`src/rtl/cpu_pkg.sv`:
```
// ----------------------------------------------------------------------------
// cpu_pkg : shared constants, pipeline-control types and helpers for the core
// Revision: 1.0
// ----------------------------------------------------------------------------
`default_nettype none

package cpu_pkg;

  localparam logic [1:0] RUN    = 2'd0;
  localparam logic [1:0] STALL  = 2'd1;
  localparam logic [1:0] FREEZE = 2'd2;
  localparam logic [1:0] FLUSH  = 2'd3;

  localparam logic [4:0] REG_ZERO = 5'd0;

  localparam logic [5:0] OP_RTYPE = 6'h00;
  localparam logic [5:0] OP_J     = 6'h02;
  localparam logic [5:0] OP_JAL   = 6'h03;
  localparam logic [5:0] OP_BEQ   = 6'h04;
  localparam logic [5:0] OP_BNE   = 6'h05;
  localparam logic [5:0] OP_LW    = 6'h23;
  localparam logic [5:0] OP_SW    = 6'h2b;

  typedef struct packed {
    logic pc_write;
    logic ifid_write;
    logic ifid_flush;
    logic idex_bubble;
    logic pipe_freeze;
  } pipe_ctrl_t;

  // $zero is never a real dependency, so a zero destination never matches.
  function automatic logic reg_match(input logic       use_rs,
                                     input logic [4:0] rs,
                                     input logic       use_rt,
                                     input logic [4:0] rt,
                                     input logic [4:0] x);
    return (x != REG_ZERO) && ((use_rs && (rs == x)) || (use_rt && (rt == x)));
  endfunction

  function automatic pipe_ctrl_t ctrl_decode(input logic [1:0] st);
    pipe_ctrl_t c;
    c = '0;
    case (st)
      FREEZE:  c.pipe_freeze = 1'b1;
      STALL:   c.idex_bubble = 1'b1;
      FLUSH: begin
        c.pc_write   = 1'b1;
        c.ifid_write = 1'b1;
        c.ifid_flush = 1'b1;
      end
      default: begin
        c.pc_write   = 1'b1;
        c.ifid_write = 1'b1;
      end
    endcase
    return c;
  endfunction

endpackage

`default_nettype wire

```
`src/rtl/sat_counter.sv`:
```
// ----------------------------------------------------------------------------
// sat_counter : saturating up-counter with synchronous clear (clear wins)
// Revision: 1.0
// ----------------------------------------------------------------------------
`default_nettype none

module sat_counter #(
  parameter int CNT_W = 16
) (
  input  logic             clk,
  input  logic             rst_n,
  input  logic             inc_i,
  input  logic             clr_i,
  output logic [CNT_W-1:0] cnt_o
);

  logic [CNT_W-1:0] cnt_q;
  logic [CNT_W-1:0] cnt_d;

  always_comb begin
    cnt_d = cnt_q;
    if (clr_i) begin
      cnt_d = '0;
    end else if (inc_i && (cnt_q != {CNT_W{1'b1}})) begin
      cnt_d = cnt_q + 1'b1;
    end
  end

  always_ff @(posedge clk or negedge rst_n) begin
    if (!rst_n) begin
      cnt_q <= '0;
    end else begin
      cnt_q <= cnt_d;
    end
  end

  assign cnt_o = cnt_q;

endmodule

`default_nettype wire

```
`src/rtl/hazard_controller.sv`:
```
// ----------------------------------------------------------------------------
// hazard_controller : ID-stage load-use/branch hazard stall, flush and freeze
// sequencer with saturating performance counters and a stall watchdog.
// Revision: 1.0
// ----------------------------------------------------------------------------
`default_nettype none

module hazard_controller
  import cpu_pkg::*;
#(
  parameter int CNT_W     = 16,
  parameter int MAX_STALL = 3
) (
  input  logic             clk,
  input  logic             rst_n,
  input  logic [4:0]       id_rs_i,
  input  logic [4:0]       id_rt_i,
  input  logic             id_use_rs_i,
  input  logic             id_use_rt_i,
  input  logic             id_branch_i,
  input  logic             id_branch_taken_i,
  input  logic             id_jump_i,
  input  logic             ex_MemRead_i,
  input  logic             ex_RegWrite_i,
  input  logic [4:0]       ex_RegWriteaddr_i,
  input  logic             mem_MemRead_i,
  input  logic [4:0]       mem_RegWriteaddr_i,
  input  logic             mem_busy_i,
  input  logic             cnt_clr_i,
  output logic             pc_write_o,
  output logic             ifid_write_o,
  output logic             ifid_flush_o,
  output logic             idex_bubble_o,
  output logic             pipe_freeze_o,
  output logic [1:0]       state_o,
  output logic [CNT_W-1:0] stall_cnt_o,
  output logic [CNT_W-1:0] flush_cnt_o,
  output logic             wd_err_o
);

  localparam int WD_W = (MAX_STALL < 2) ? 1 : $clog2(MAX_STALL + 1);
  localparam logic [WD_W-1:0] WD_MAX = WD_W'(MAX_STALL);

  logic [1:0]      state_q, state_d;
  logic            pend_q, pend_d;
  logic [WD_W-1:0] wd_cnt_q, wd_cnt_d;
  logic            wd_err_q, wd_err_d;

  logic       w_ex_hit;
  logic       w_mem_hit;
  logic       w_lu;
  logic       w_br;
  logic       w_hz;
  logic       w_redirect;
  logic       w_stall_inc;
  logic       w_flush_inc;
  pipe_ctrl_t w_ctrl;

  always_comb begin
    w_ex_hit   = reg_match(id_use_rs_i, id_rs_i, id_use_rt_i, id_rt_i, ex_RegWriteaddr_i);
    w_mem_hit  = reg_match(id_use_rs_i, id_rs_i, id_use_rt_i, id_rt_i, mem_RegWriteaddr_i);
    w_lu       = ex_MemRead_i & w_ex_hit;
    w_br       = id_branch_i & ((ex_RegWrite_i & w_ex_hit) | (mem_MemRead_i & w_mem_hit));
    w_hz       = w_lu | w_br;
    w_redirect = (id_branch_i & id_branch_taken_i) | id_jump_i;
  end

  // A redirect under a hazard is dropped: the branch is re-evaluated after the stall.
  always_comb begin
    state_d = RUN;
    if (mem_busy_i) begin
      state_d = FREEZE;
    end else if (w_hz) begin
      state_d = STALL;
    end else if (w_redirect || pend_q) begin
      state_d = FLUSH;
    end
  end

  always_comb begin
    pend_d = pend_q;
    if (state_d == FLUSH) begin
      pend_d = 1'b0;
    end else if (w_redirect && !w_hz && mem_busy_i) begin
      pend_d = 1'b1;
    end
  end

  always_comb begin
    wd_cnt_d = '0;
    case (state_d)
      STALL:   wd_cnt_d = (wd_cnt_q == WD_MAX) ? wd_cnt_q : wd_cnt_q + 1'b1;
      FREEZE:  wd_cnt_d = wd_cnt_q;
      default: wd_cnt_d = '0;
    endcase
    wd_err_d = wd_err_q | (wd_cnt_d == WD_MAX);
  end

  always_ff @(posedge clk or negedge rst_n) begin
    if (!rst_n) begin
      state_q  <= RUN;
      pend_q   <= 1'b0;
      wd_cnt_q <= '0;
      wd_err_q <= 1'b0;
    end else begin
      state_q  <= state_d;
      pend_q   <= pend_d;
      wd_cnt_q <= wd_cnt_d;
      wd_err_q <= wd_err_d;
    end
  end

  assign w_stall_inc = (state_d == STALL);
  assign w_flush_inc = (state_d == FLUSH);

  sat_counter #(.CNT_W(CNT_W)) u_stall_cnt (
    .clk   (clk),
    .rst_n (rst_n),
    .inc_i (w_stall_inc),
    .clr_i (cnt_clr_i),
    .cnt_o (stall_cnt_o)
  );

  sat_counter #(.CNT_W(CNT_W)) u_flush_cnt (
    .clk   (clk),
    .rst_n (rst_n),
    .inc_i (w_flush_inc),
    .clr_i (cnt_clr_i),
    .cnt_o (flush_cnt_o)
  );

  // Reset forces the RUN view at once, even while hazard inputs are still asserted.
  assign w_ctrl        = ctrl_decode(rst_n ? state_d : RUN);
  assign pc_write_o    = w_ctrl.pc_write;
  assign ifid_write_o  = w_ctrl.ifid_write;
  assign ifid_flush_o  = w_ctrl.ifid_flush;
  assign idex_bubble_o = w_ctrl.idex_bubble;
  assign pipe_freeze_o = w_ctrl.pipe_freeze;
  assign state_o       = state_q;
  assign wd_err_o      = wd_err_q;

endmodule

`default_nettype wire

```
`config.mk`:
```
export PLATFORM = sky130hd
export DESIGN_NAME = hazard_controller
export DESIGN_NICKNAME = d
export VERILOG_FILES = /design/src/rtl/cpu_pkg.sv /design/src/rtl/sat_counter.sv /design/src/rtl/hazard_controller.sv
export SDC_FILE = /design/constraint.sdc
export NUM_CORES = 1
export LEC_CHECK = 0
export CORE_MARGIN = 5
export CORE_UTILIZATION = 55
export DETAILED_ROUTE_END_ITERATION = 8
export DONT_BUFFER_PORTS = 1
export PLACE_DENSITY = 0.73
export SYNTH_ARGS = -nofsm -noshare
export SYNTH_HDL_FRONTEND = slang
export SYNTH_SLANG_ARGS = --single-unit
```
`constraint.sdc`:
```
create_clock -name clk -period 2.5 [get_ports clk]
set_input_delay 0.5 -clock clk [delete_from_list [all_inputs] [get_ports clk]]
set_output_delay 0.5 -clock clk [all_outputs]
set_load 0.02 [all_outputs]
```
After elaboration in Yosys (flattened, before gate mapping)
Cells that the tools add are included.

word-level totals
  bits in registers = 38
  latch bits = 0
  RAM bits = 0
  memory bits (read-only) = 0
  input bits = 32
  output and inout bits = 40
  logic and storage cells = 68
  memories = 0

cells by class
  add/subtract/negate cells = 3
  $mul = 0
  divide/modulo/power cells = 0
  order comparisons = 0
  equal/unequal tests = 14
  shifts and indexed selects = 0
  muxes and demuxes = 16
  bitwise operators = 9
  reduce and logical (&&, ||, !) cells = 20

operators with widths
  kind                     count
  $mux W16                 4
  $add A16 B1 Y16 const B  2
  $ne A16 B16 Y1 const B   2
  $eq A5 B5 Y1             4
  $eq A2 B2 Y1 const B     6
  $mux W2                  6
  $logic_and A1 B1 Y1      10
  $reduce_bool A5 Y1       2
  $reduce_bool A2 Y1       3
  $and A1 B1 Y1            5
  $mux W1                  5
  $eq A2 B1 Y1 const B     2
  $or A1 B1 Y1             4
  $pmux W2 S2              1
  $logic_or A1 B1 Y1       3
  $add A2 B1 Y2 const B    1
  $reduce_or A2 Y1         1
  $logic_not A1 Y1         1

Longest topological paths before layout
  word-level depth = 14
  gate-level depth with buffers = 8
  mapped depth without buffers = 7

Modules after synthesis
Synthesis repeated with hierarchy kept, for this count alone.

second synthesis, totals
  cell total of the unflattened synthesis = 263
  area total of the unflattened synthesis = 2466.1 um^2

modules (own cells, without submodules)
  module             times used  cells an instance  area an instance (um^2)  sequential area each (um^2)
  sat_counter        2           98                 942.2                    400.4
  hazard_controller  1           67                 581.8                    150.1

Worst setup path after synthesis
OpenSTA, ideal clock, no wires.

  path type = input to output
  start point = input port mem_RegWriteaddr_i[0]
  end point = output port ifid_flush_o
  arrival time = 2.109 ns
  required time = 2.000 ns
  slack = -0.109 ns
  stages = 6
  buffers on the path = 2
  cells stage by stage = or3_1 o311a_1 a22oi_2 buf_2 buf_2 and3_1

on the way
  longest elaborated chain between the ends = 13
  elaborated cells on any way between the ends = 16
  those cells by class = eq/ne (3); mux (4); bitwise (4); reduce/logical (5)

ends and longest elaborated chain
  what                   line                      RTL
  start, declared        hazard_controller.sv:27   input logic [4:0] mem_RegWriteaddr_i,
  $eq A5 B5 Y1           cpu_pkg.sv:38             return (x != REG_ZERO) && ((use_rs && (rs == x)) || (use_rt && (rt == x)));
  $logic_and A1 B1 Y1    cpu_pkg.sv:38
  $logic_or A1 B1 Y1     cpu_pkg.sv:38
  $logic_and A1 B1 Y1 *  cpu_pkg.sv:38
  $and A1 B1 Y1 *        hazard_controller.sv:63   w_br = id_branch_i & ((ex_RegWrite_i & w_ex_hit) | (mem_MemRead_i & w_mem_hit));
  $or A1 B1 Y1 *         hazard_controller.sv:63
  $and A1 B1 Y1 *        hazard_controller.sv:63
  $or A1 B1 Y1 *         hazard_controller.sv:64   w_hz = w_lu | w_br;
  $mux W2 *              hazard_controller.sv:73   end else if (w_hz) begin
  $mux W2 *              hazard_controller.sv:71   if (mem_busy_i) begin
  $mux W2 *              hazard_controller.sv:133  assign w_ctrl = ctrl_decode(rst_n ? state_d : RUN);
  $eq A2 B2 Y1 *         cpu_pkg.sv:44             case (st)
  $mux W1 *              cpu_pkg.sv:44
  end, declared          hazard_controller.sv:32   output logic ifid_flush_o,

Every way passes the cells marked *; elsewhere a longest branch is shown, timed or not.

Final worst setup path
  start point = input port mem_RegWriteaddr_i[0]
  end point = output port idex_bubble_o

on the way
  longest elaborated chain between the ends = 13
  elaborated cells on any way between the ends = 16
  those cells by class = eq/ne (3); mux (4); bitwise (4); reduce/logical (5)

ends and longest elaborated chain
  what                   line                      RTL
  $eq A5 B5 Y1           cpu_pkg.sv:38
  $logic_and A1 B1 Y1    cpu_pkg.sv:38
  $logic_or A1 B1 Y1     cpu_pkg.sv:38
  $logic_and A1 B1 Y1 *  cpu_pkg.sv:38
  $and A1 B1 Y1 *        hazard_controller.sv:63
  $or A1 B1 Y1 *         hazard_controller.sv:63
  $and A1 B1 Y1 *        hazard_controller.sv:63
  $or A1 B1 Y1 *         hazard_controller.sv:64
  $mux W2 *              hazard_controller.sv:73
  $mux W2 *              hazard_controller.sv:71
  $mux W2 *              hazard_controller.sv:133
  $eq A2 B1 Y1 *         cpu_pkg.sv:44
  $mux W1 *              cpu_pkg.sv:44
  end, declared          hazard_controller.sv:33   output logic idex_bubble_o,

Marked as above.

==> implementation parameters <==
Parameter                              Value

Status
  Status    complete, no violations

Pwr
  Part of the power in the clock network    0.362
  Peak ir drop on the vdd network    0.000273 V
  Combinational share of power    0.107
  Pleak    1.08 nW
  Power, Total    1.21 mW
  Internal power component    909 µW
  Power density relative to cell area    444 nW/µm²
  Sequential group share of total power    0.531
  Switch Pwr    300 µW
  Net switching share of the total power    0.248

Logic synthesis
  Share of flip-flops with an asynchronous set or reset after synthesis    1.00
  Number of unique standard cell types used by synthesis    40
  Flip-flop and latch count after synthesis    38
  EDFF count, synth    0
  Synthesized netlist cell count    275
  Post-Synthesis Mean Instance Area    8.88 µm²
  Most instantiated flip-flop cell in the synthesis netlist    dfrtp_1
  Syn Nets    309
  Netlist area before placement    2440 µm²
  Synth warnings    0
  Share of synthesized area occupied by flip-flops and latches    0.389

Flow run
  Reported max-cap violation count    0

Layout
  Sequential cell area in the final layout    951 µm²
  Share of cells above drive strength 1    0.149
  Nets    321
  Most used cells in the layout excluding fill and tap cells    38 x dfrtp_1, 23 x nor2_1, 23 x a21oi_1, 20 x xnor2_1, 18 x nand3_1
  Most common cell after layout, fill and taps aside    dfrtp_1
  Layout Area Growth over Synthesis    11.4%
  Area of the multi-input gates    1420 µm²
  Antenna cell count    0
  Fill count    393
  Post-Layout Cell Count    340

Setup path
  Largest fanout of any net on the critical path    30
  Setup crit start kind    input pin
  Category of the most critical setup path    in2out
  Cell with the biggest individual delay on the critical path    or3_1
  Maximum cell stage delay along the critical path    0.37 ns
  Worst Path Required    2.00 ns
  R2R Setup Slk    0.34 ns
  Buffers and inverters on the worst path    1
  Arrival time of the worst setup path    1.87 ns
  Worst path top cell family by delay    simple AND/OR/NAND/NOR gates
  Launch point of the worst reg-to-reg path    u_flush_cnt.cnt_o[4]$_DFFE_PN0P_
  Crit path capture type    output port
  Cells along the critical path    or3_1, o311a_1, a22o_1, buf_12, and3_1
  Capture point of the worst reg-to-reg path    u_flush_cnt.cnt_o[9]$_DFFE_PN0P_
  Path depth of the worst reg2reg path    6

Global route
  M3 GR Usage    0.0721
  Global-route total usage across every layer    0.216
  Vias in the first global route    2192
  Met2 demand-to-capacity share in global routing    0.353
  Total global routing overflow    0
  Global-route wire length before repair    10700 µm
  Number of antenna violations at the first check in global routing    0
  Most crowded layer after global routing    met2
  Maximum number of pins on one net before global-route repair    47
  GR Util met1    0.270

Timing
  Highest attainable clock frequency    0.423 GHz
  Clock tree skew after final layout    0.00558 ns
  Unrepaired setup endpoints after global routing    false
  Min Clock Period, post-route    2.37 ns
  Transition time of the tightest slew-check pin    0.461 ns
  Total count of max-transition violations in the final report    0
  Worst relative slew slack    0.692
  Number of hold violations in the final report    0
  Fraction of the cycle the final worst path needs    0.946
  Final setup vio count    0
  Minimum hold slack    0.0355 ns

Placed design
  Weighted congestion at the end of routability-driven global placement    0.882
  Port Buf Inserts    0
  HPWL after detailed placement    4330 µm
  Placed Cells    331

Drt
  Vias per std cell    6.38
  Post-DR wirelength/cell    17.7 µm
  Number of vias in the routed layout    2168
  DRC marker count from the first detailed-route iteration    124
  Number of antenna-violating nets in the routed design    0
  Routed Wire Length    6000 µm
  Number of detailed-route iterations in the first pass    4
  Total DRC errors in the routed layout    0

CTS
  Clock transition time at the flip-flop clock pins of the worst setup and hold paths    0.08 ns
  Setup fix buffers added after clock tree synthesis    0
  # clock sinks    38
  Number of buffers between clock root and the deepest sink    2
  CTS tree    yes
  Cts repair resizes    0
  Insertion delay to the later sink of the worst-skew pair    0.29 ns
  Number of H-tree levels    2
  CTS Hold Buffers Added    1
  Total clock buffers created by CTS    5
  Root Driver    clkbuf_8

Floorplanning
  Core Rows    24
  Die area    5870 µm²
  Starting density of the core    0.565
  Core footprint    4320 µm²
  Top-level I/O count    72
  Die X    76.6 µm
  Die Span Y    76.6 µm

Hold path
  Worst hold path type    in2async
## power groups by stage
| stage | clock [mW] | sequential (mW) | combinational [mW] |
|---|---|---|---|
| global route | 0.478 | 0.644 | 0.146 |
| global placement | 0 | 0.655 | 0.114 |
| detailed placement | 0 | 0.655 | 0.115 |
| CTS | 0.445 | 0.643 | 0.132 |
| floorplan | 0 | 0.657 | 0.0987 |
| finish | 0.437 | 0.642 | 0.130 |
## synth_stat cells, types with 2 or more instances
library cell / instances / area share
or4_1: 11 / 0.034
or3_1: 9 / 0.023
and3_1: 9 / 0.023
nand2b_1: 2 / 0.0051
dfrtp_1: 38 / 0.39
buf_2: 4 / 0.0082
nor3_1: 2 / 0.0041
mux2_2: 13 / 0.060
nor2b_1: 12 / 0.031
o31ai_1: 10 / 0.031
and2_1: 2 / 0.0051
a21oi_1: 23 / 0.047
inv_1: 4 / 0.0061
nand3_1: 18 / 0.037
nand4_1: 12 / 0.031
xnor2_1: 20 / 0.072
o21ai_0: 9 / 0.018
and4_1: 4 / 0.014
clkbuf_1: 9 / 0.014
ha_1: 2 / 0.010
nand2_1: 14 / 0.022
nor4_1: 6 / 0.015
nor2_1: 23 / 0.035
nor4b_1: 2 / 0.0072
o22ai_1: 2 / 0.0051
## per-layer routing
layer  wire length [µm]  vias up
li1                   -     1045
met1               2480     1052
met2               2950       63
met3                502        8
met4                 65        0
met5                  0        -
## cell type report
class,instances,share of cell area
timing repair buffer,19,0.0662
multi-input combinational,219,0.521
tap,52,0.0239
inverter,4,0.00552
clock inverter,1,0.00184
sequential,38,0.349
clock buffer,7,0.0317
## worst register-to-register path: stages (launching register included)
cell and delay [ns]:
dfrtp_1 0.52, and4_1 0.39, and2_1 0.25, nand4_1 0.11, nor2_1 0.38, nor4_1 0.11, mux2_2 0.28
## state kept, by name (all words and copies together), names as in the netlist
signal,flops
state_o,2
wd_err_o,1
pend_q,1
u_flush_cnt.cnt_o,16
u_stall_cnt.cnt_o,16
wd_cnt_q,2
## worst max path at each step
stage,endpoint,start,slack [ns],cells past startpoint
6_report,idex_bubble_o,mem_RegWriteaddr_i[0],0.13,5
5_1_grt,idex_bubble_o,mem_RegWriteaddr_i[0],0.09,5
4_1_cts,idex_bubble_o,mem_RegWriteaddr_i[0],0.13,5
3_5_place_dp,u_flush_cnt.cnt_o[13]$_DFFE_PN0P_,mem_RegWriteaddr_i[0],0.06,6
3_3_place_gp,u_flush_cnt.cnt_o[13]$_DFFE_PN0P_,mem_RegWriteaddr_i[0],0.1,6
2_1_floorplan,ifid_flush_o,mem_RegWriteaddr_i[0],-0.02,6
## through the flow
stage          setup TNS, ns  cell area [µm²]  utilization  setup slack [ns]
5_1_grt                    0             2720        0.629            0.0893
3_3_place_gp               0             2610        0.604            0.0979
2_1_floorplan        -0.0245             2450            -           -0.0245
6_report                   0             2720        0.629             0.135
3_5_place_dp               0             2610        0.604            0.0577
4_1_cts                    0             2720        0.629             0.134
## cell families (layout without fill, tap and decap cells)
group,Yosys count,count (layout),share of synthesized area
AOI/OAI and AO/OA,53,53,0.133
xor gates and xnor gates,20,20,0.0717
buffers and inverters,18,31,0.0312
muxes,14,14,0.0640
DFF,38,38,0.389
adders and majority gates,2,2,0.0102
and+or+nand+nor,130,130,0.301
No activity file was read; power rests on OpenSTA's default activity.
